### config.mk
export PLATFORM = sky130hd
export DESIGN_NAME = mem_access_sequencer_flat
export DESIGN_NICKNAME = d
export VERILOG_FILES = /design/src/rtl/mem_access_sequencer_pkg.sv /design/src/rtl/mem_access_sequencer_if.sv /design/src/rtl/mem_access_sequencer_load_ext.sv /design/src/rtl/mem_access_sequencer.sv /design/src/flat_wrapper.sv
export SDC_FILE = /design/constraint.sdc
export NUM_CORES = 1
export LEC_CHECK = 0
export ABC_CLOCK_PERIOD_IN_PS = 2800
export CAP_MARGIN = 20
export CORE_AREA = 2 2 107 109
export DETAILED_ROUTE_END_ITERATION = 12
export DIE_AREA = 0 0 109 111
export DONT_BUFFER_PORTS = 1
export PLACE_DENSITY = 0.6
export SKIP_LAST_GASP = 1
export SYNTH_ARGS = -nofsm -noshare
export SYNTH_HDL_FRONTEND = slang
export SYNTH_HIERARCHICAL = 1
export SYNTH_SLANG_ARGS = --single-unit
### constraint.sdc
create_clock -name clk -period 2.8 [get_ports clk]
set_clock_uncertainty 0.1 [all_clocks]
set_input_delay 0.56 -clock clk [delete_from_list [all_inputs] [get_ports clk]]
set_output_delay 0.56 -clock clk [all_outputs]
set_load 0.02 [all_outputs]
### src/rtl/mem_access_sequencer_pkg.sv
// Shared encodings for the fetch/data memory sequencer: funct3 size codes,
// NOP encoding, phase values and small decode helpers.
package mem_access_sequencer_pkg;

  localparam logic [2:0] F3_B  = 3'b000;
  localparam logic [2:0] F3_H  = 3'b001;
  localparam logic [2:0] F3_W  = 3'b010;
  localparam logic [2:0] F3_BU = 3'b100;
  localparam logic [2:0] F3_HU = 3'b101;

  localparam logic [31:0] NOP_ENC = 32'h0000_0013;

  localparam logic [0:0] PHASE_FETCH = 1'b0;
  localparam logic [0:0] PHASE_DATA  = 1'b1;

  function automatic logic f3_legal(input logic [2:0] f3);
    case (f3)
      F3_B, F3_H, F3_W, F3_BU, F3_HU: return 1'b1;
      default:                        return 1'b0;
    endcase
  endfunction

  // Access size in bytes; illegal codes report 4 but are faulted anyway.
  function automatic logic [2:0] f3_size(input logic [2:0] f3);
    case (f3[1:0])
      2'b00:   return 3'd1;
      2'b01:   return 3'd2;
      default: return 3'd4;
    endcase
  endfunction

endpackage

### src/rtl/mem_access_sequencer_if.sv
// Unified byte-memory port: the sequencer drives address/controls, memory returns read data.
interface mem_access_sequencer_if;
  logic [31:0] mem_addr;
  logic [31:0] mem_wdata;
  logic [31:0] mem_rdata;
  logic        mem_read;
  logic        mem_write;
  logic        mem_half;
  logic        mem_byte;

  modport master (
    output mem_addr, mem_wdata, mem_read, mem_write, mem_half, mem_byte,
    input  mem_rdata
  );

  modport slave (
    input  mem_addr, mem_wdata, mem_read, mem_write, mem_half, mem_byte,
    output mem_rdata
  );
endinterface

### src/rtl/mem_access_sequencer_load_ext.sv
// Load result extension: picks byte/half/word from the raw memory word and
// sign- or zero-extends it according to funct3.
module load_ext_unit
  import mem_access_sequencer_pkg::*;
(
  input  logic [2:0]  funct3,
  input  logic [31:0] rdata,
  output logic [31:0] data
);
  always_comb begin
    data = rdata;
    case (funct3)
      F3_B:    data = {{24{rdata[7]}}, rdata[7:0]};
      F3_BU:   data = {24'b0, rdata[7:0]};
      F3_H:    data = {{16{rdata[15]}}, rdata[15:0]};
      F3_HU:   data = {16'b0, rdata[15:0]};
      default: data = rdata;
    endcase
  end
endmodule

### src/rtl/mem_access_sequencer.sv
// Time-multiplexes one unified byte memory between instruction fetch (phase 0)
// and load/store (phase 1); latches the IF/ID word and the extended load result.
module mem_access_sequencer
  import mem_access_sequencer_pkg::*;
#(
  parameter int          ADDR_W   = 8,
  parameter logic [31:0] NOP_INSN = NOP_ENC
) (
  input  logic        clk,
  input  logic        rst_n,
  input  logic [31:0] pc,
  input  logic [31:0] ex_addr,
  input  logic [31:0] ex_wdata,
  input  logic        ex_mem_read,
  input  logic        ex_mem_write,
  input  logic [2:0]  ex_funct3,
  input  logic        stall,
  input  logic        flush,
  mem_access_sequencer_if.master bus,
  output logic        tick_tock,
  output logic        stage_en,
  output logic [31:0] instr,
  output logic        instr_valid,
  output logic [31:0] load_data,
  output logic        load_valid,
  output logic        access_fault
);

  logic [0:0]  phase;
  logic        data_ph, acc, both, illegal, misalign, oob, fault;
  logic [2:0]  size;
  logic [32:0] mem_span;
  logic [31:0] ext_data;

  always_ff @(posedge clk or negedge rst_n) begin
    if (!rst_n) phase <= PHASE_FETCH;
    else        phase <= ~phase;
  end

  assign data_ph   = (phase == PHASE_DATA);
  assign tick_tock = phase[0];
  assign stage_en  = phase[0];

  assign acc      = data_ph & (ex_mem_read | ex_mem_write);
  assign size     = f3_size(ex_funct3);
  assign both     = ex_mem_read & ex_mem_write;
  assign illegal  = ~f3_legal(ex_funct3);
  assign misalign = ((size == 3'd2) & ex_addr[0]) | ((size == 3'd4) & (|ex_addr[1:0]));
  // 33-bit compare so a full 32-bit address space still has a representable span.
  assign mem_span = 33'(1) << ADDR_W;
  assign oob      = {1'b0, ex_addr} > (mem_span - {30'b0, size});
  assign fault    = acc & (both | illegal | misalign | oob);

  assign bus.mem_addr  = data_ph ? ex_addr : pc;
  assign bus.mem_wdata = ex_wdata;
  assign bus.mem_read  = acc & ex_mem_read  & ~fault;
  assign bus.mem_write = acc & ex_mem_write & ~fault;
  assign bus.mem_half  = acc & (ex_funct3[1:0] == 2'b01);
  assign bus.mem_byte  = acc & (ex_funct3[1:0] == 2'b00);

  load_ext_unit u_ext (
    .funct3 (ex_funct3),
    .rdata  (bus.mem_rdata),
    .data   (ext_data)
  );

  always_ff @(posedge clk or negedge rst_n) begin
    if (!rst_n) begin
      instr        <= NOP_INSN;
      instr_valid  <= 1'b0;
      load_data    <= '0;
      load_valid   <= 1'b0;
      access_fault <= 1'b0;
    end else begin
      // mem_read is already zero outside D, so these pulse only after a data phase.
      load_valid   <= bus.mem_read;
      access_fault <= fault;
      if (bus.mem_read) load_data <= ext_data;
      if (!data_ph) begin
        if (flush) begin
          instr       <= NOP_INSN;
          instr_valid <= 1'b0;
        end else if (!stall) begin
          instr       <= bus.mem_rdata;
          instr_valid <= 1'b1;
        end
      end
    end
  end

endmodule

### src/flat_wrapper.sv
// flat-port wrapper written by rule: the top's interface ports become plain ports
module mem_access_sequencer_flat import mem_access_sequencer_pkg::*;
#(
  parameter int          ADDR_W   = 8,
  parameter logic [31:0] NOP_INSN = NOP_ENC
)
  (clk, rst_n, pc, ex_addr, ex_wdata, ex_mem_read, ex_mem_write, ex_funct3, stall, flush, tick_tock, stage_en, instr, instr_valid, load_data, load_valid, access_fault, bus_mem_addr, bus_mem_wdata, bus_mem_read, bus_mem_write, bus_mem_half, bus_mem_byte, bus_mem_rdata);
  mem_access_sequencer_if bus_i ();
  input  logic clk;
  input  logic rst_n;
  input  logic [31:0] pc;
  input  logic [31:0] ex_addr;
  input  logic [31:0] ex_wdata;
  input  logic ex_mem_read;
  input  logic ex_mem_write;
  input  logic [2:0] ex_funct3;
  input  logic stall;
  input  logic flush;
  output logic tick_tock;
  output logic stage_en;
  output logic [31:0] instr;
  output logic instr_valid;
  output logic [31:0] load_data;
  output logic load_valid;
  output logic access_fault;
  output wire logic [$bits(bus_i.mem_addr)-1:0] bus_mem_addr;
  output wire logic [$bits(bus_i.mem_wdata)-1:0] bus_mem_wdata;
  output wire logic [$bits(bus_i.mem_read)-1:0] bus_mem_read;
  output wire logic [$bits(bus_i.mem_write)-1:0] bus_mem_write;
  output wire logic [$bits(bus_i.mem_half)-1:0] bus_mem_half;
  output wire logic [$bits(bus_i.mem_byte)-1:0] bus_mem_byte;
  input wire logic [$bits(bus_i.mem_rdata)-1:0] bus_mem_rdata;
  assign bus_mem_addr = bus_i.mem_addr;
  assign bus_mem_wdata = bus_i.mem_wdata;
  assign bus_mem_read = bus_i.mem_read;
  assign bus_mem_write = bus_i.mem_write;
  assign bus_mem_half = bus_i.mem_half;
  assign bus_mem_byte = bus_i.mem_byte;
  assign bus_i.mem_rdata = bus_mem_rdata;
  mem_access_sequencer #(.ADDR_W(ADDR_W), .NOP_INSN(NOP_INSN)) u_core (.clk(clk), .rst_n(rst_n), .pc(pc), .ex_addr(ex_addr), .ex_wdata(ex_wdata), .ex_mem_read(ex_mem_read), .ex_mem_write(ex_mem_write), .ex_funct3(ex_funct3), .stall(stall), .flush(flush), .bus(bus_i), .tick_tock(tick_tock), .stage_en(stage_en), .instr(instr), .instr_valid(instr_valid), .load_data(load_data), .load_valid(load_valid), .access_fault(access_fault));
endmodule
Yosys cells after proc, flatten, opt, wreduce, memory -nomap -nowiden:

Index checks and enable logic that the tools add are counted.
Widths: inputs -> output; s select.

* register bits: 68
* latch bits: 0
* RAM bits: 0
* ROM bits: 0
* input bits: 137
* output and inout port bits: 137
* word-level logic and storage cells: 48
* memories: 0

* $add $sub $neg: 1
* $mul: 0
* divide/modulo/power cells: 0
* $lt $le $gt $ge: 1
* equality and inequality tests: 8
* shifts and indexed selects: 0
* mux-type cells: 8
* bitwise logic cells: 19
* reductions and logical operators: 5

Operators with widths (number)
* $pmux 32 s4: 1
* $mux 32: 3
* $gt 32x33->1: 1
* $and 1x1->1: 11
* $sub 9x3->10 const A: 1
* $eq 3x3->1 const B: 3
* $eq 3x2->1 const B: 2
* $pmux 3 s2: 1
* $or 1x1->1: 5
* $reduce_or 5->1: 1
* $eq 3x1->1 const B: 1
* $logic_not 3->1: 1
* $mux 1: 3
* $not 1->1: 3
* $eq 2x1->1 const B: 1
* $logic_not 2->1: 1
* $ne 2x1->1 const B: 1
* $reduce_and 2->1: 1
* $reduce_or 2->1: 1

Logic depth before layout (Yosys ltp):

* depth in word-level cells: 10
* mapped depth: 10
* gate-level depth less buffers: 9

Modules after synthesis:

The synthesis kept the hierarchy.

By module, submodules not included
* mem_access_sequencer: instances 1, cells each 328, area an instance 3659.8 sq um, sequential area each 1705.4 sq um
* load_ext_unit: instances 1, cells each 67, area an instance 355.3 sq um, sequential area each 0.0 sq um

Worst setup path after synthesis:

No wires, ideal clock.

* path kind: in2out
* start point: input port ex_funct3[1]
* end point: output port bus_mem_read
* arrival time: 3.145 ns
* required time: 2.140 ns
* slack: -1.005 ns
* stages on the path: 8
* path buffers: 0
* cells stage by stage: or2_2 ha_1 inv_1 ha_1 nand2_1 nor4_1 mux2i_2 a2111oi_0

* longest elaborated chain between the ends: 10
* elaborated cells on any way between the ends: 24
* classes of those cells: add/sub (1); order compare (1); eq/ne (7); mux (2); bitwise (10); reduce/logical (3)

RTL lines
* from (decl): line flat_wrapper.sv:16 `input logic [2:0] ex_funct3;`
* parallel branches: the longest is 6 deep, another holds $gt 32x33->1
* $or 1x1->1 *: line mem_access_sequencer.sv:52 `assign fault = acc & (both | illegal | misalign | oob);`
* $and 1x1->1 *: line mem_access_sequencer.sv:52
* $not 1->1 *: line mem_access_sequencer.sv:56 `assign bus.mem_read = acc & ex_mem_read & ~fault;`
* $and 1x1->1 *: line mem_access_sequencer.sv:56
* to (decl): line flat_wrapper.sv:28 `output wire logic [$bits(bus_i.mem_read)-1:0] bus_mem_read;`

Every way passes the cells marked *.

Final worst setup path:

* start point: input port ex_funct3[0]
* end point: output port bus_mem_read

The elaborated chain is that of the path after synthesis.

==> impl_metrics.tcl <==
set metrics [dict create \
    initial_core_util 0.362 \
    fillers 1063 \
    status "complete, but fails checks" \
    vdd_drop_max_mv 0.314 \
    drc 0 \
    cpMostUsedCell "ha_4" \
    synth_top_area_share 0.405 \
    critPathKind "in2out" \
    critPathArrivalTime_ns 2.39 \
    clk_latency_ns 0.32 \
    first_iter_violations 148 \
    gr-total-overflow 0 \
    ys.flop_type "dfrtp_1" \
    grt_use_total 0.190 \
    fin_nets 507 \
    cts.sinks 68 \
    report.final.hold_viol_count 0 \
    drv_slew 0 \
    hp-class "in2async" \
    num_antenna_cells 0 \
    cts_tree "built" \
    finalSetupTns_ns -4.92 \
    numCtsBuffers 9 \
    syn_to_final_growth_pct 9.07 \
    utilization 0.395 \
    clk_pin_slew_ns 0.05 \
    ioPinCount 274 \
    grt_use_met2 0.339 \
    slew_headroom 0.520 \
    grt_start_max_net_pins 69 \
    fin_crit_sh 1.09 \
    dieArea_um2 12100 \
    synth_edf_count 0 \
    io_buffers 0 \
    violations "negative setup slack" \
    routabilityCongestion 0.809 \
    viasPerCell 5.25 \
    syn_area_um2 4020 \
    core_um2 11100 \
    antenna_found_initial 0 \
    max_freq_mhz 328 \
    async_flop_share 1.00 \
    drtPass1Iterations 5 \
    rrSetupSlack_ns 0.85 \
    dpl.hpwl_mm 8.90 \
    ys_seq_area_frac 0.425 \
    synth.area.top_cells "dfrtp_1 (41%), mux2_4 (11%), mux2_2 (9.5%)" \
    post-synth-top-area-cell "dfrtp_1" \
    final_common_cell "nand2_1" \
    setup_viol 34 \
    totalWireLength_mm 11.8 \
    grt-busiest-layer "met2" \
    dp_cells 484 \
    finalWorstSetupSlack_ns -0.248 \
    htreeDepth 3 \
    ys_ff_latch 68 \
    avgSynthCellArea_um2 10.2 \
    crit_path_end_kind "primary output" \
    min_period_ns 3.05 \
    cp-start-kind "input port" \
    root_buffer "clkbuf_16" \
    leakagePower_uw 0.00199 \
    grt_pass1_vias 2776 \
    crit_path_max_fanout 14 \
    cpPeakStageDelay_ns 0.39 \
    critPathSlowestCell "a2111oi_4" \
    grt_setup_unrepaired "yes" \
    vias 2670 \
    wire_per_inst_um 23.2 \
    layout-drive-gt1-share 0.331 \
    cp.required_ns 2.14 \
    max_cap_viol_count 0 \
    critical_path.cell_chain "or2_4, ha_4, inv_4, ha_4, nand2_2, nor4_4, mux2i_4, a2111oi_4, buf_4" \
    grt_pass1_wl_mm 17.1 \
    synth.distinct_cells 35 \
    mostFrequentLayoutCells "nand2_1 (86), dfrtp_1 (64), o21ai_0 (61)" \
    cts_buffer_depth 2 \
    die_h_um 111 \
    ant_nets 0 \
    power_density_nw_per_um2 552 \
    met3_usage 0.0776 \
    synthCells 395 \
    ys_warn_count 6 \
    fp-row-count 39 \
    finalNonFillerCells 509 \
    grt_use_met1 0.201 \
    dieWidth_um 109 \
    worstMarginPinSlew_ns 0.706 \
]
==> power by group <==
| part | total, µW | switching [µW] | internal [µW] |
|---|---|---|---|
| Combinational | 215 | 135 | 80.1 |
| Clock | 1110 | 382 | 726 |
| Sequential | 1090 | 70.6 | 1020 |
| Total | 2420 | 588 | 1830 |
==> worst paths after layout <==
| check | from | to | depth (start not counted) |
|---|---|---|---|
| max reg2reg | u_core/stage_en | u_core/load_data[31] | 5 |
| min | rst_n | u_core/load_data[1] | 1 |
| max in group asynchronous | rst_n | u_core/instr[0] | 1 |
| min in group clk | flush | u_core/instr_valid | 1 |
| min reg2reg | u_core/instr[0] | u_core/instr[0] | 2 |
| max | ex_funct3[0] | bus_mem_read | 9 |
==> flip-flops by register name, summed over array words and instances, names as in the netlist <==
name / cells
u_core/stage_en: 1
u_core/load_valid: 1
u_core/instr: 32
u_core/instr_valid: 1
u_core/load_data: 32
u_core/access_fault: 1
==> layout make-up <==
class	instances	area [µm²]	area share
clock buffer	12	256	0.0586
clock inverter	2	35.0	0.00800
inverter	7	28.8	0.00657
multi-input combinational	255	1930	0.441
sequential	68	1710	0.390
tap	143	179	0.0409
timing repair buffer	22	240	0.0549
==> cell families (layout without fill, tap and decap cells) <==
group                      count (synthesis)  in the layout  share of synthesized area
buffers and inverters                     73             43                      0.117
adders and majority gates                  7              7                     0.0218
and+or+nand+nor                          110            110                      0.119
AOI/OAI and AO/OA                         69             69                      0.101
other                                      2              3                    0.00187
muxes                                     66             66                      0.214
DFF                                       68             68                      0.425
==> critical path: cells and delay by family <==
| kind | cells | cell delay [ns] |
|---|---|---|
| buffers and inverters | 2 | 0.24 |
| and+or+nand+nor | 3 | 0.51 |
| adders and majority gates | 2 | 0.54 |
| AOI/OAI and AO/OA | 1 | 0.39 |
| muxes | 1 | 0.15 |
==> routing by layer <==
metal  vias up  wire length (µm)
met3        10              1340
li1       1222                 -
met1      1264              4070
met2       174              6290
met5         -                 0
met4         0               113
==> synthesized netlist by cell type (3+ instances only) <==
cell	n
dfrtp_1	65
nand3_1	3
mux2_4	30
mux2_2	34
buf_1	4
dfstp_2	3
ha_1	7
o21ai_0	61
clkbuf_1	13
nor2_1	5
buf_4	42
buf_6	5
nor4_1	4
nand2_1	87
inv_1	7
==> per-stage QoR <==
stage | setup WS, ns | power, µW | hold WS, ns | cell area (µm²)
floorplan | -0.193 | 1340 | 0.164 | 4080
global placement | -0.258 | 1290 | 0.166 | 3910
detailed placement | -0.290 | 1290 | 0.166 | 3910
CTS | -0.164 | 2450 | 0.0267 | 4270
global route | -0.295 | 2530 | 0.0447 | 4380
finish | -0.248 | 2420 | 0.0204 | 4380
==> what timing repair did <==
item	in CTS	in global routing
setup buffers	4	3
pin swaps	5	7
resized for setup	3	7
setup endpoints to repair	2	34
hold buffers	1	0
hold endpoints to repair	68	0
gates cloned	0	3
(Power assumes the default switching activity.)
